## src/rtl/seq_mul_32_if.sv

```systemverilog
// Bundle between the sequential multiplier, its controller and the shared 32-bit adder.
// The slave modport is the multiplier; the master side is the controller plus the external adder.
interface seq_mul_32_if #(
  parameter int WIDTH = 32
);
  logic               start;
  logic [WIDTH-1:0]   mcand;
  logic [WIDTH-1:0]   mplier;
  logic [WIDTH-1:0]   add_a;
  logic [WIDTH-1:0]   add_b;
  logic               add_sub;
  logic [WIDTH-1:0]   add_s;
  logic               add_cout;
  logic               busy;
  logic               done;
  logic [2*WIDTH-1:0] product;

  modport slave (
    input  start, mcand, mplier, add_s, add_cout,
    output add_a, add_b, add_sub, busy, done, product
  );

  modport master (
    output start, mcand, mplier, add_s, add_cout,
    input  add_a, add_b, add_sub, busy, done, product
  );
endinterface

```

## src/rtl/seq_mul_32.sv

```systemverilog
// 32x32->64 shift-and-add multiplier that borrows the external ripple adder each iteration.
// Define SEQ_MUL_BOOTH_SIGNED_EN for a two's-complement radix-2 Booth build.
module seq_mul_32 #(
  parameter int WIDTH = 32,
  parameter int CNT_W = 6
) (
  input logic        clk,
  input logic        rst,
  seq_mul_32_if.slave bus
);
  typedef enum logic [1:0] {IDLE, RUN, DONE} state_t;

  state_t             state;
  state_t             state_nx;
  logic [WIDTH-1:0]   m;
  logic [WIDTH-1:0]   p_hi;
  logic [WIDTH-1:0]   p_lo;
  logic [CNT_W-1:0]   cnt;
  logic [2*WIDTH-1:0] product_q;
  logic [2*WIDTH-1:0] acc_nx;
  logic               accept;
  logic               last_iter;

  assign accept    = (state != RUN) && bus.start;
  assign last_iter = (state == RUN) && (cnt == CNT_W'(WIDTH - 1));

  // Adder operands come only from registers so the adder loop is broken here.
  assign bus.add_a   = p_hi;
  assign bus.add_b   = m;
  assign bus.busy    = (state == RUN);
  assign bus.done    = (state == DONE);
  assign bus.product = product_q;

`ifdef SEQ_MUL_BOOTH_SIGNED_EN
  logic             q_1;
  logic             do_op;
  logic             ovf;
  logic             sb;
  logic [WIDTH-1:0] r;

  assign bus.add_sub = p_lo[0] & ~q_1;
  assign do_op       = p_lo[0] ^ q_1;
  assign r           = do_op ? bus.add_s : p_hi;
  // On signed overflow the adder's sign bit is wrong, so the true sign is its complement.
  assign ovf = do_op
             && (bus.add_a[WIDTH-1] == (bus.add_b[WIDTH-1] ^ bus.add_sub))
             && (bus.add_s[WIDTH-1] != bus.add_a[WIDTH-1]);
  assign sb     = r[WIDTH-1] ^ ovf;
  assign acc_nx = {sb, r, p_lo[WIDTH-1:1]};

  always_ff @(posedge clk) begin
    if (rst) begin
      q_1 <= 1'b0;
    end else if (accept) begin
      q_1 <= 1'b0;
    end else if (state == RUN) begin
      q_1 <= p_lo[0];
    end
  end
`else
  assign bus.add_sub = 1'b0;
  assign acc_nx = p_lo[0] ? {bus.add_cout, bus.add_s, p_lo[WIDTH-1:1]}
                          : {1'b0, p_hi, p_lo[WIDTH-1:1]};
`endif

  always_ff @(posedge clk) begin
    if (rst) begin
      state <= IDLE;
    end else begin
      state <= state_nx;
    end
  end

  always_comb begin
    state_nx = state;
    case (state)
      IDLE:    if (bus.start) state_nx = RUN;
      RUN:     if (cnt == CNT_W'(WIDTH - 1)) state_nx = DONE;
      DONE:    state_nx = bus.start ? RUN : IDLE;
      default: state_nx = IDLE;
    endcase
  end

  // The product register only updates on the final iteration, so it holds across idle time.
  always_ff @(posedge clk) begin
    if (rst) begin
      m         <= '0;
      p_hi      <= '0;
      p_lo      <= '0;
      cnt       <= '0;
      product_q <= '0;
    end else if (accept) begin
      m    <= bus.mcand;
      p_lo <= bus.mplier;
      p_hi <= '0;
      cnt  <= '0;
    end else if (state == RUN) begin
      {p_hi, p_lo} <= acc_nx;
      cnt          <= cnt + CNT_W'(1);
      if (last_iter) begin
        product_q <= acc_nx;
      end
    end
  end
endmodule

```

## src/flat_wrapper.sv

```systemverilog
// flat-port wrapper written by rule: the top's interface ports become plain ports
module seq_mul_32_flat 
#(
  parameter int WIDTH = 32,
  parameter int CNT_W = 6
)
  (clk, rst, bus_start, bus_mcand, bus_mplier, bus_add_s, bus_add_cout, bus_add_a, bus_add_b, bus_add_sub, bus_busy, bus_done, bus_product);
  seq_mul_32_if #(.WIDTH(WIDTH)) bus_i ();
  input logic clk;
  input logic rst;
  input wire logic [$bits(bus_i.start)-1:0] bus_start;
  input wire logic [$bits(bus_i.mcand)-1:0] bus_mcand;
  input wire logic [$bits(bus_i.mplier)-1:0] bus_mplier;
  input wire logic [$bits(bus_i.add_s)-1:0] bus_add_s;
  input wire logic [$bits(bus_i.add_cout)-1:0] bus_add_cout;
  output wire logic [$bits(bus_i.add_a)-1:0] bus_add_a;
  output wire logic [$bits(bus_i.add_b)-1:0] bus_add_b;
  output wire logic [$bits(bus_i.add_sub)-1:0] bus_add_sub;
  output wire logic [$bits(bus_i.busy)-1:0] bus_busy;
  output wire logic [$bits(bus_i.done)-1:0] bus_done;
  output wire logic [$bits(bus_i.product)-1:0] bus_product;
  assign bus_i.start = bus_start;
  assign bus_i.mcand = bus_mcand;
  assign bus_i.mplier = bus_mplier;
  assign bus_i.add_s = bus_add_s;
  assign bus_i.add_cout = bus_add_cout;
  assign bus_add_a = bus_i.add_a;
  assign bus_add_b = bus_i.add_b;
  assign bus_add_sub = bus_i.add_sub;
  assign bus_busy = bus_i.busy;
  assign bus_done = bus_i.done;
  assign bus_product = bus_i.product;
  seq_mul_32 #(.WIDTH(WIDTH), .CNT_W(CNT_W)) u_core (.clk(clk), .rst(rst), .bus(bus_i));
endmodule
```

## config.mk

```make
export PLATFORM = sky130hd
export DESIGN_NAME = seq_mul_32_flat
export DESIGN_NICKNAME = d
export VERILOG_FILES = /design/src/rtl/seq_mul_32_if.sv /design/src/rtl/seq_mul_32.sv /design/src/flat_wrapper.sv
export SDC_FILE = /design/constraint.sdc
export NUM_CORES = 1
export LEC_CHECK = 0
export CORE_ASPECT_RATIO = 1.2
export CORE_MARGIN = 3
export CORE_UTILIZATION = 50
export CTS_BUF_LIST = sky130_fd_sc_hd__clkbuf_2 sky130_fd_sc_hd__clkbuf_4 sky130_fd_sc_hd__clkbuf_8
export DETAILED_ROUTE_END_ITERATION = 10
export MAX_ROUTING_LAYER = met4
export PLACE_DENSITY_LB_ADDON = 0.05
export SYNTH_ARGS = -nofsm -noshare
export SYNTH_HDL_FRONTEND = slang
export SYNTH_SLANG_ARGS = --single-unit
```

## constraint.sdc

```tcl
create_clock -name clk -period 4.35 [get_ports clk]
set_input_delay 1.305 -clock clk [delete_from_list [all_inputs] [get_ports clk]]
set_output_delay 1.305 -clock clk [all_outputs]
set_load 0.02 [all_outputs]
```

======== Word level (Yosys, flattened, before mapping) ========
Cells that the tools add are included.
storage, ports and cells
  register bits ........................... 168
  input port bits ......................... 100
  output and inout bits ................... 131
  word-level logic and storage cells ...... 28
cells by class
  add/subtract/negate cells ............... 1
  equality and inequality tests ........... 6
  mux-type cells .......................... 7
  bitwise operators ....................... 1
  reductions and logical operators ........ 7
operator list
  operator                                                                count
  32-bit 2-to-1 mux                                                       2
  64-bit 2-to-1 mux                                                       1
  6-bit by 1-bit adder with 6-bit output (second input constant)          1
  6-bit by 5-bit equality test with 1-bit output (second input constant)  1
  2-bit one-hot mux with 3 select lines                                   1
  2-bit 2-to-1 mux                                                        2
  2-bit by 1-bit != test with 1-bit output (second input constant)        2
  3-bit AND reduction                                                     1
  2-bit by 1-bit equality test with 1-bit output (second input constant)  1
  2-bit equality test (second input constant)                             1
  1-bit logical AND                                                       2
  2-bit zero test                                                         1
  2-bit != test (second input constant)                                   1
  2-bit AND reduction                                                     1
  2-bit nonzero test                                                      1
  2-bit OR reduction                                                      1
  1-bit 2-to-1 mux                                                        1
  1-bit inverter                                                          1

======== Logic depth before layout (Yosys ltp) ========
Gate-level depths: netlist of run 1.
  word-level depth ........................ 4
  depth in mapped cells ................... 6
  gate-level depth less buffers ........... 4

======== Least setup slack after synthesis of run 1 ========
Ideal clock, no wire load.
  path kind ............................... flip-flop to output port
  from .................................... reg u_core.state[1]
  to ...................................... out bus_busy
  arrival time ............................ 974 ps
  data required time ...................... 3045 ps
  slack ................................... 2071 ps
  stages on the path, launching flop included .. 5
  buffers on the path ..................... 2
  path through ............................ dfxtp_1 > nand2b_1 > buf_2 > inv_2 > buf_2
on the way
  cells in the longest elaborated chain, start to end .. 1
ends and longest elaborated chain
  what                                            line                text
  start, declared                                 seq_mul_32.sv:13    state_t state;
  start signal, assigned                          seq_mul_32.sv:70    state <= state_nx;
  2-bit by 1-bit equality test with 1-bit output  seq_mul_32.sv:30    assign bus.busy = (state == RUN);
  end, declared                                   flat_wrapper.sv:19  output wire logic [$bits(bus_i.busy)-1:0] bus_busy;
Every way passes these cells.

======== Final worst setup path of run 1 ========
  from .................................... reg u_core.state[0]
  to ...................................... out bus_busy
Same word-level chain as after synthesis.

==> results.py, run 1 <==
metrics = {
    "critical_path": {
        "path_buf_inv": 2,
        "critPathLaunch": "u_core.state[0]",
        "crit_path_max_incr_delay_ps": 670,
        "r2r_cells": 5,
        "cp-start-kind": "flip-flop",
        "r2r_slack_ps": 1670,
        "cp_cell_sequence": "nand2b_4, inv_2, clkdlybuf4s50_1",
        "reg2reg_to": "u_core.bus.add_a[14]",
        "crit_arrival_ps": 1720,
        "cp_slowest_cell": "clkdlybuf4s50_1",
        "crit_end": "bus_busy",
        "path_max_fanout": 6,
        "cp_data_required_time_ps": 3040,
        "cp.depth": 3,
        "cp-end-kind": "output pin",
        "path_delay_family": "buffers and inverters",
        "worst-setup-path-type": "reg -> out",
        "r2r-start": "u_core.state[1]",
    },
    "placement": {
        "placed_cells": 1058,
        "place_congestion": 0.8846,
        "post-dp-hpwl_mm": 13.02,
        "dpl_cell_area_um2": 8955,
        "io_buffers": 229,
    },
    "final_layout": {
        "drive_gt1_share_pct": 6.911,
        "layout_commonest_cell": "clkdlybuf4s50_1",
        "fin_cells": 1090,
        "final_cell_mix": "227 x clkdlybuf4s50_1, 167 x dfxtp_1, 103 x a21oi_1",
        "num_antenna_cells": 0,
        "finalCoreUtilization_pct": 72.69,
        "fin_area_um2": 9413,
        "fin_nets": 1014,
        "syn_to_final_growth_pct": 39.42,
    },
    "clock_network": {
        "clk_latency_ps": 450,
        "path_clk_slew_ps": 90,
        "cts_root_buf": "clkbuf_8",
        "postCtsHoldBufs": 0,
        "cts_tree": "yes",
        "cts_htree_levels": 4,
        "cts_resized": 0,
        "clock-sinks": 168,
        "post_cts_buffers": 0,
        "cts_inserted_buffers": 17,
        "clock_path_buffers": 2,
    },
    "run_status": {
        "status": "complete, no violations",
    },
    "global_route": {
        "busiest_layer": "met2",
        "grt_max_degree": 100,
        "grt_use_met1_pct": 30.82,
        "gr-total-overflow": 0,
        "globalRouteTotalUtil_pct": 26.82,
        "grt_use_met3_pct": 7.360,
        "antenna_found_initial": 0,
        "met2_usage_pct": 45.47,
        "grt_pass1_vias": 6211,
        "grt_pass1_wl_mm": 31.95,
    },
    "floorplanning": {
        "core_um2": 12950,
        "start_util_pct": 52.14,
        "ioPinCount": 231,
        "die_y_um": 133.3,
        "die_w_um": 112.1,
        "dieArea_um2": 14940,
        "num_rows": 45,
    },
    "logic_synthesis": {
        "synth_xor_area_share_pct": 0.1297,
        "syn_nets": 834,
        "synth_top_cell_by_area": "dfxtp_1",
        "synth_cells": 733,
        "ys_types": 30,
        "yosysSeqAreaShare_pct": 49.81,
        "synth_fa_ha_area_share_pct": 0.1853,
        "synth.top_cell.area_share_pct": 49.81,
        "syn-cell-area_um2": 6751,
        "ys_seq_elements": 168,
        "synth_top_family_by_area": "compound AO/OA/AOI/OAI gates",
        "synthMuxAreaShare_pct": 9.340,
        "synth-warning-count": 0,
        "synth-compound-area-share_pct": 24.46,
        "synth-simple-area-share_pct": 10.17,
        "synth_area_leaders": "dfxtp_1 50%, mux2i_1 9.3%, a211oi_1 9.2%, a21oi_1 7.6%, o21ai_0 5.0%",
        "syn_area_per_cell_um2": 9.211,
    },
    "route": {
        "route.detailed.drc": 0,
        "drt_first_pass_iters": 6,
        "vias": 6273,
        "via_per_inst": 5.755,
        "drt_iter0_drc": 475,
        "routed_wl_mm": 19.93,
        "wire_per_inst_um": 18.28,
        "ant_nets": 0,
    },
    "timing": {
        "fmax_mhz": 330.5,
        "tightest_slew_ps": 1134,
        "finalCritPeriodShare_pct": 69.56,
        "period_minus_slack_ps": 3026,
        "setup_viol": 0,
        "rsz0062_at_grt": "false",
        "relSlewSlack_pct": 24.39,
        "skew_ps": 12.03,
        "hold_viol_final": 0,
        "maxSlewViolCount": 0,
        "whs_ps": 471.6,
        "tns_ps": 0,
    },
    "power_and_ir_drop": {
        "power_density_nw_per_um2": 358.0,
        "ir_drop_mv": 0.2151,
        "p_leak_nw": 3.221,
    },
    "job": {
        "cap_viol_max_count": 0,
    },
    "worst_hold_path": {
        "hp-class": "reg -> reg",
    },
}
cells in the mapped netlist, drive strengths merged:
master,instances
inv,3
a211oi,96
dfxtp,168
nand3,65
xnor2,1
or3,3
and4b,1
nor2b,2
buf,42
nor3,1
o21ai,67
a21oi,103
nand4b,2
ha,1
and3b,1
mux2i,63
a21o,2
nor2,64
clkbuf,37
nand2b,2
nand2,6
nand3b,1
conb,1
nand4,1
worst min path at each step:
stage	from	to	slack, ps	cells past startpoint
finish	u_core.p_lo[31]	u_core.bus.product[30]	470	2
CTS	u_core.bus.product[16]	u_core.bus.product[16]	480	2
global route	u_core.bus.product[11]	u_core.bus.product[11]	500	2
detailed placement	u_core.bus.product[16]	u_core.bus.product[16]	470	2
global placement	u_core.bus.product[17]	u_core.bus.product[17]	460	2
floorplan	u_core.cnt[1]	u_core.cnt[1]	450	2
stage by stage:
stage / power (mW) / setup WS (ps)
floorplan: 1.951 / 2071
global placement: 2.148 / 1491
detailed placement: 2.161 / 1432
CTS: 3.394 / 1297
global route: 3.498 / 1273
finish: 3.369 / 1324
tightest hold or removal path, delay by kind of cell, from the launching register on:
kind             cells  cell delay, ps
AO/OA/AOI/OAI        1              50
flip-flops           1             330
AND/OR/NAND/NOR      1              60
report_power, final:
group	leakage [nW]	internal (mW)	switching, mW
Combinational	1.63	0.228	0.235
Sequential	1.37	1.60	0.0645
Clock	0.220	0.686	0.553
Total	3.22	2.52	0.853
per-layer routing:
layer	share of wire (%)	up-vias
li1	-	3018
met1	40	3018
met2	51	210
met3	7.1	27
met4	2.1	0
met5	0	-
registers in the layout, summed over array words and instances, names as in the netlist:
name,count
u_core.bus.add_b,32
u_core.bus.product,64
u_core.bus.add_a,32
u_core.state,2
u_core.cnt,6
u_core.p_lo,32
kinds of logic after synthesis:
logic type               Yosys count
AO/OA/AOI/OAI                    268
XOR/XNOR                           1
adder cells (fa/ha/maj)            1
buffers and inverters             82
flip-flops                       168
multiplexers                      63
other                              1
AND/OR/NAND/NOR                  149
layout make-up:
class	instances	area (um^2)
clock buffers	21	289.0
flip-flops and latches	168	3364
inverters	3	11.26
repair buffers	240	2367
multi-input cells	483	3007
well taps	164	205.2
clock inverters	11	168.9
fillers	1015	3537
(Power assumes the default switching activity.)
==> inputs of run 2 (changes only) <==
Settings changed: CORE_UTILIZATION 50 to 47.
Clock period 4.35 ns to 2.95 ns, I/O delays scaled along.
==> results.py, run 2 (synthesis results as in run 1) <==
metrics = {
    "route": {
        "vias": 6190,
        "ant_nets": 0,
        "wl_met1_mm": 8.012,
        "routed_wl_mm": 19.47,
        "wl_met2_mm": 9.555,
        "drt_first_pass_iters": 5,
        "drt_iter0_drc": 465,
        "wire_per_inst_um": 17.69,
        "routed.top_layer": "met4",
        "wl_met3_mm": 1.368,
        "via_per_inst": 5.622,
        "route.detailed.drc": 0,
    },
    "critical_path": {
        "path_max_fanout": 6,
        "crit_arrival_ps": 1660,
        "critPathLaunch": "u_core.state[0]",
        "reg2reg_to": "u_core.bus.add_a[5]",
        "worst-setup-path-type": "reg -> out",
        "cp-end-kind": "output pin",
        "cp-start-kind": "flip-flop",
        "r2r-start": "u_core.state[1]",
        "r2r_cells": 5,
        "r2r_slack_ps": 680,
        "cp_data_required_time_ps": 2070,
    },
    "global_route": {
        "grt_pass1_vias": 6054,
        "gr-total-overflow": 0,
        "grt_pass1_wl_mm": 30.50,
        "grt_max_degree": 100,
        "globalRouteTotalUtil_pct": 24.79,
        "antenna_found_initial": 1,
    },
    "timing": {
        "fmax_mhz": 392.6,
        "finalCritPeriodShare_pct": 86.34,
        "maxSlewViolCount": 0,
        "setup_viol": 0,
        "tns_ps": 0,
        "period_minus_slack_ps": 2547,
        "rsz0062_at_grt": "false",
        "hold_viol_final": 0,
        "tightest_slew_ps": 1006,
        "relSlewSlack_pct": 32.93,
        "skew_ps": 9.340,
    },
    "power_and_ir_drop": {
        "power_frac_seq_pct": 52.4,
        "ir_drop_mv": 0.2990,
        "p_switching_mw": 1.220,
        "p_leak_nw": 3.218,
        "combPwrFrac_pct": 14.9,
        "p_int_mw": 3.441,
        "p_sw_share_pct": 26.18,
        "power_density_nw_per_um2": 497.3,
        "clkPwrFrac_pct": 32.7,
    },
    "floorplanning": {
        "num_rows": 47,
        "die_w_um": 115.4,
        "die_y_um": 137.3,
        "dieArea_um2": 15840,
        "core_um2": 13940,
        "ioPinCount": 231,
        "start_util_pct": 48.44,
    },
    "clock_network": {
        "cts_tree": "yes",
        "clock-sinks": 168,
        "clk_latency_ps": 440,
        "cts_inserted_buffers": 17,
        "path_clk_slew_ps": 80,
        "postCtsHoldBufs": 0,
        "cts_resized": 0,
        "cts_root_buf": "clkbuf_8",
        "post_cts_buffers": 0,
        "clock_path_buffers": 2,
        "cts_htree_levels": 4,
    },
    "final_layout": {
        "fin_nets": 1018,
        "fill_cells": 1152,
        "syn_to_final_growth_pct": 38.84,
        "finalCoreUtilization_pct": 67.26,
        "drive_gt1_share_pct": 7.212,
        "seqCellArea_um2": 3364,
        "largest_reg_flops": 64,
        "layout_commonest_cell": "clkdlybuf4s50_1",
        "multi_input_area_um2": 3007,
        "final_cell_mix": "227 x clkdlybuf4s50_1, 167 x dfxtp_1, 103 x a21oi_1",
    },
    "run_status": {
        "status": "complete, no violations",
    },
    "worst_hold_path": {
        "min-delay-start": "u_core.bus.product[19]",
        "min_to": "u_core.bus.product[19]",
        "hold_depth": 2,
        "hp-class": "reg -> reg",
    },
    "job": {
        "cap_viol_max_count": 0,
    },
    "placement": {
        "place_congestion": 0.8008,
        "post-dp-hpwl_mm": 12.96,
        "io_buffers": 229,
    },
}
## run 2: layout make-up
type	instances	share of cell area, %
inverters	3	0.1201
clock buffers	22	3.097
diodes	1	0.02670
well taps	171	2.282
clock inverters	9	0.8009
multi-input cells	483	32.07
repair buffers	244	25.71
flip-flops and latches	168	35.89
## run 2: metrics by stage
stage               std cells  worst slack (ps)  area (um^2)  total power, mW  hold slack, ps
CTS                      1100             376.4         9371            4.696           479.5
finish                   1101             403.1         9374            4.661           475.7
global route             1101             323.2         9374            4.865           507.7
detailed placement       1069             753.4         9006            3.186           467.7
floorplan                 733              1091         6751            2.876           451.9
global placement         1069             835.2         9006            3.170           460.5
## run 2: power groups by stage
stage / Sequential, mW / Combinational [mW] / Clock (mW)
2_1_floorplan: 2.53 / 0.345 / 0
3_3_place_gp: 2.49 / 0.681 / 0
3_5_place_dp: 2.49 / 0.694 / 0
4_1_cts: 2.44 / 0.699 / 1.56
5_1_grt: 2.46 / 0.748 / 1.66
6_report: 2.44 / 0.696 / 1.52
## run 2: worst max path at each step
stage                                to  slack [ps]  depth (start not counted)
finish                         bus_busy         400                          3
floorplan                      bus_busy        1090                          4
CTS                            bus_busy         380                          3
global placement    u_core.bus.add_a[0]         840                          4
detailed placement  u_core.bus.add_a[5]         750                          5
global route                   bus_busy         320                          3
## run 2: critical path, cell delays in order (launching register included)
cell and delay [ps]:
dfxtp_1 460, nand2b_4 80, inv_2 80, clkdlybuf4s50_1 600
## run 2: metal layers
layer  GRT usage [%]  vias up
met5               -        -
met4           9.067        0
li1                -     3025
met1           29.40     2916
met2           39.64      214
met3           7.777       35
==> inputs of run 3 (changes only) <==
Settings changed: CORE_MARGIN 3 to 8, MAX_ROUTING_LAYER met4 to not set.
==> results.py, run 3 (synthesis results as in run 1) <==
metrics = {
    "clock_network": {
        "cts_root_buf": "clkbuf_8",
        "cts_tree": "yes",
        "post_cts_buffers": 0,
        "postCtsHoldBufs": 0,
        "clk_latency_ps": 450,
        "clock_path_buffers": 2,
        "cts_htree_levels": 4,
        "cts_resized": 0,
        "clock-sinks": 168,
        "path_clk_slew_ps": 80,
        "cts_inserted_buffers": 17,
    },
    "final_layout": {
        "syn_to_final_growth_pct": 40.40,
        "fill_cells": 1187,
        "fin_nets": 1018,
        "drive_gt1_share_pct": 7.212,
        "largest_reg_flops": 64,
        "fin_area_um2": 9479,
        "final_cell_mix": "227 x clkdlybuf4s50_1, 167 x dfxtp_1, 103 x a21oi_1",
        "layout_commonest_cell": "clkdlybuf4s50_1",
        "finalCoreUtilization_pct": 66.60,
    },
    "placement": {
        "place_congestion": 0.7883,
        "post-dp-hpwl_mm": 13.80,
        "io_buffers": 229,
        "dpl_cell_area_um2": 9011,
    },
    "global_route": {
        "gr-total-overflow": 0,
        "grt_pass1_vias": 6278,
        "grt_max_degree": 131,
        "antenna_found_initial": 1,
        "globalRouteTotalUtil_pct": 22.03,
        "grt_pass1_wl_mm": 32.92,
    },
    "critical_path": {
        "r2r-start": "u_core.state[1]",
        "r2r_cells": 5,
        "cp_data_required_time_ps": 2070,
        "r2r_slack_ps": 710,
        "cp-end-kind": "output pin",
        "crit_arrival_ps": 1680,
        "cp_cell_sequence": "nand2b_4, inv_2, clkdlybuf4s50_1",
        "reg2reg_to": "u_core.bus.add_a[1]",
        "crit_path_max_incr_delay_ps": 620,
        "cp_slowest_cell": "clkdlybuf4s50_1",
        "cp-start-kind": "flip-flop",
        "path_max_fanout": 6,
        "worst-setup-path-type": "reg -> out",
    },
    "route": {
        "vias": 6210,
        "via_per_inst": 5.620,
        "route.detailed.drc": 0,
        "routed_wl_mm": 20.85,
        "drt_first_pass_iters": 7,
        "wire_per_inst_um": 18.87,
        "drt_iter0_drc": 476,
        "ant_nets": 0,
    },
    "timing": {
        "skew_ps": 10.86,
        "rsz0062_at_grt": "false",
        "relSlewSlack_pct": 32.03,
        "tightest_slew_ps": 1020,
        "fmax_mhz": 389.9,
        "whs_ps": 477.0,
        "hold_viol_final": 0,
        "tns_ps": 0,
        "setup_viol": 0,
        "finalCritPeriodShare_pct": 86.94,
        "maxSlewViolCount": 0,
        "period_minus_slack_ps": 2565,
    },
    "worst_hold_path": {
        "hold_depth": 2,
        "min_to": "u_core.bus.product[3]",
        "min-delay-start": "u_core.p_lo[4]",
        "hp-class": "reg -> reg",
    },
    "floorplanning": {
        "ioPinCount": 231,
        "num_rows": 48,
        "start_util_pct": 47.43,
        "die_y_um": 147.3,
        "dieArea_um2": 18470,
        "die_w_um": 125.4,
        "core_um2": 14230,
    },
    "run_status": {
        "status": "complete, no violations",
    },
    "power_and_ir_drop": {
        "ir_drop_mv": 0.3118,
        "power_density_nw_per_um2": 531.9,
        "p_leak_nw": 3.263,
    },
    "job": {
        "cap_viol_max_count": 0,
    },
}
-- run 3: cell types whose count changed in the layout (fill, tap and decap cells not counted) --
cell,delta
clkinvlp_4,-1
bufinv_16,+4
clkinv_2,-4
clkbuf_4,+1
-- run 3: metrics by stage --
stage	setup WS, ps	std cells	power, mW
floorplan	1091	733	2.876
global placement	805.8	1073	3.179
detailed placement	742.2	1073	3.194
CTS	342.1	1104	5.089
global route	298.7	1105	5.243
finish	385.2	1105	5.042
-- run 3: critical path, delay by kind of cell, from the launching register on --
family / cells / cell delay, ps
flip-flops: 1 / 460
buffers and inverters: 2 / 690
AND/OR/NAND/NOR: 1 / 80
-- run 3: power breakdown --
group | total, mW | internal (mW) | leakage [nW] | switching, mW
logic | 0.694 | 0.339 | 1.66 | 0.354
registers | 2.45 | 2.36 | 1.37 | 0.0857
clock network | 1.90 | 1.10 | 0.236 | 0.802
total | 5.04 | 3.80 | 3.26 | 1.24
-- run 3: layout make-up --
type                            count  area [um^2]  area share (%)
Inverter                            3        11.26          0.1188
Clock buffer                       23        297.8           3.142
Antenna cell                        1        2.502         0.02640
Timing Repair Buffer              244         2410           25.42
Sequential cell                   168         3364           35.49
Tap cell                          175        219.0           2.310
Multi-Input combinational cell    483         3007           31.72
Clock inverter                      8        167.7           1.769
-- run 3: worst max-delay path by stage --
| stage | start | endpoint | slack, ps |
|---|---|---|---|
| after floorplan | u_core.state[1] | bus_busy | 1090 |
| after global placement | u_core.state[1] | u_core.bus.add_a[0] | 810 |
| after detailed placement | u_core.state[1] | u_core.bus.add_a[4] | 740 |
| after CTS | u_core.state[0] | bus_busy | 340 |
| after global routing | u_core.state[0] | bus_busy | 300 |
| final | u_core.state[0] | bus_busy | 390 |
-- run 3: routing by layer --
layer	GRT usage (%)	up-vias	part of all wire [%]	wire length, um
li1	-	3026	-	-
met1	23.76	2950	40	8363
met2	37.36	211	49	10170
met3	9.935	23	9.3	1949
met4	8.054	0	1.8	366
met5	0	-	0	0
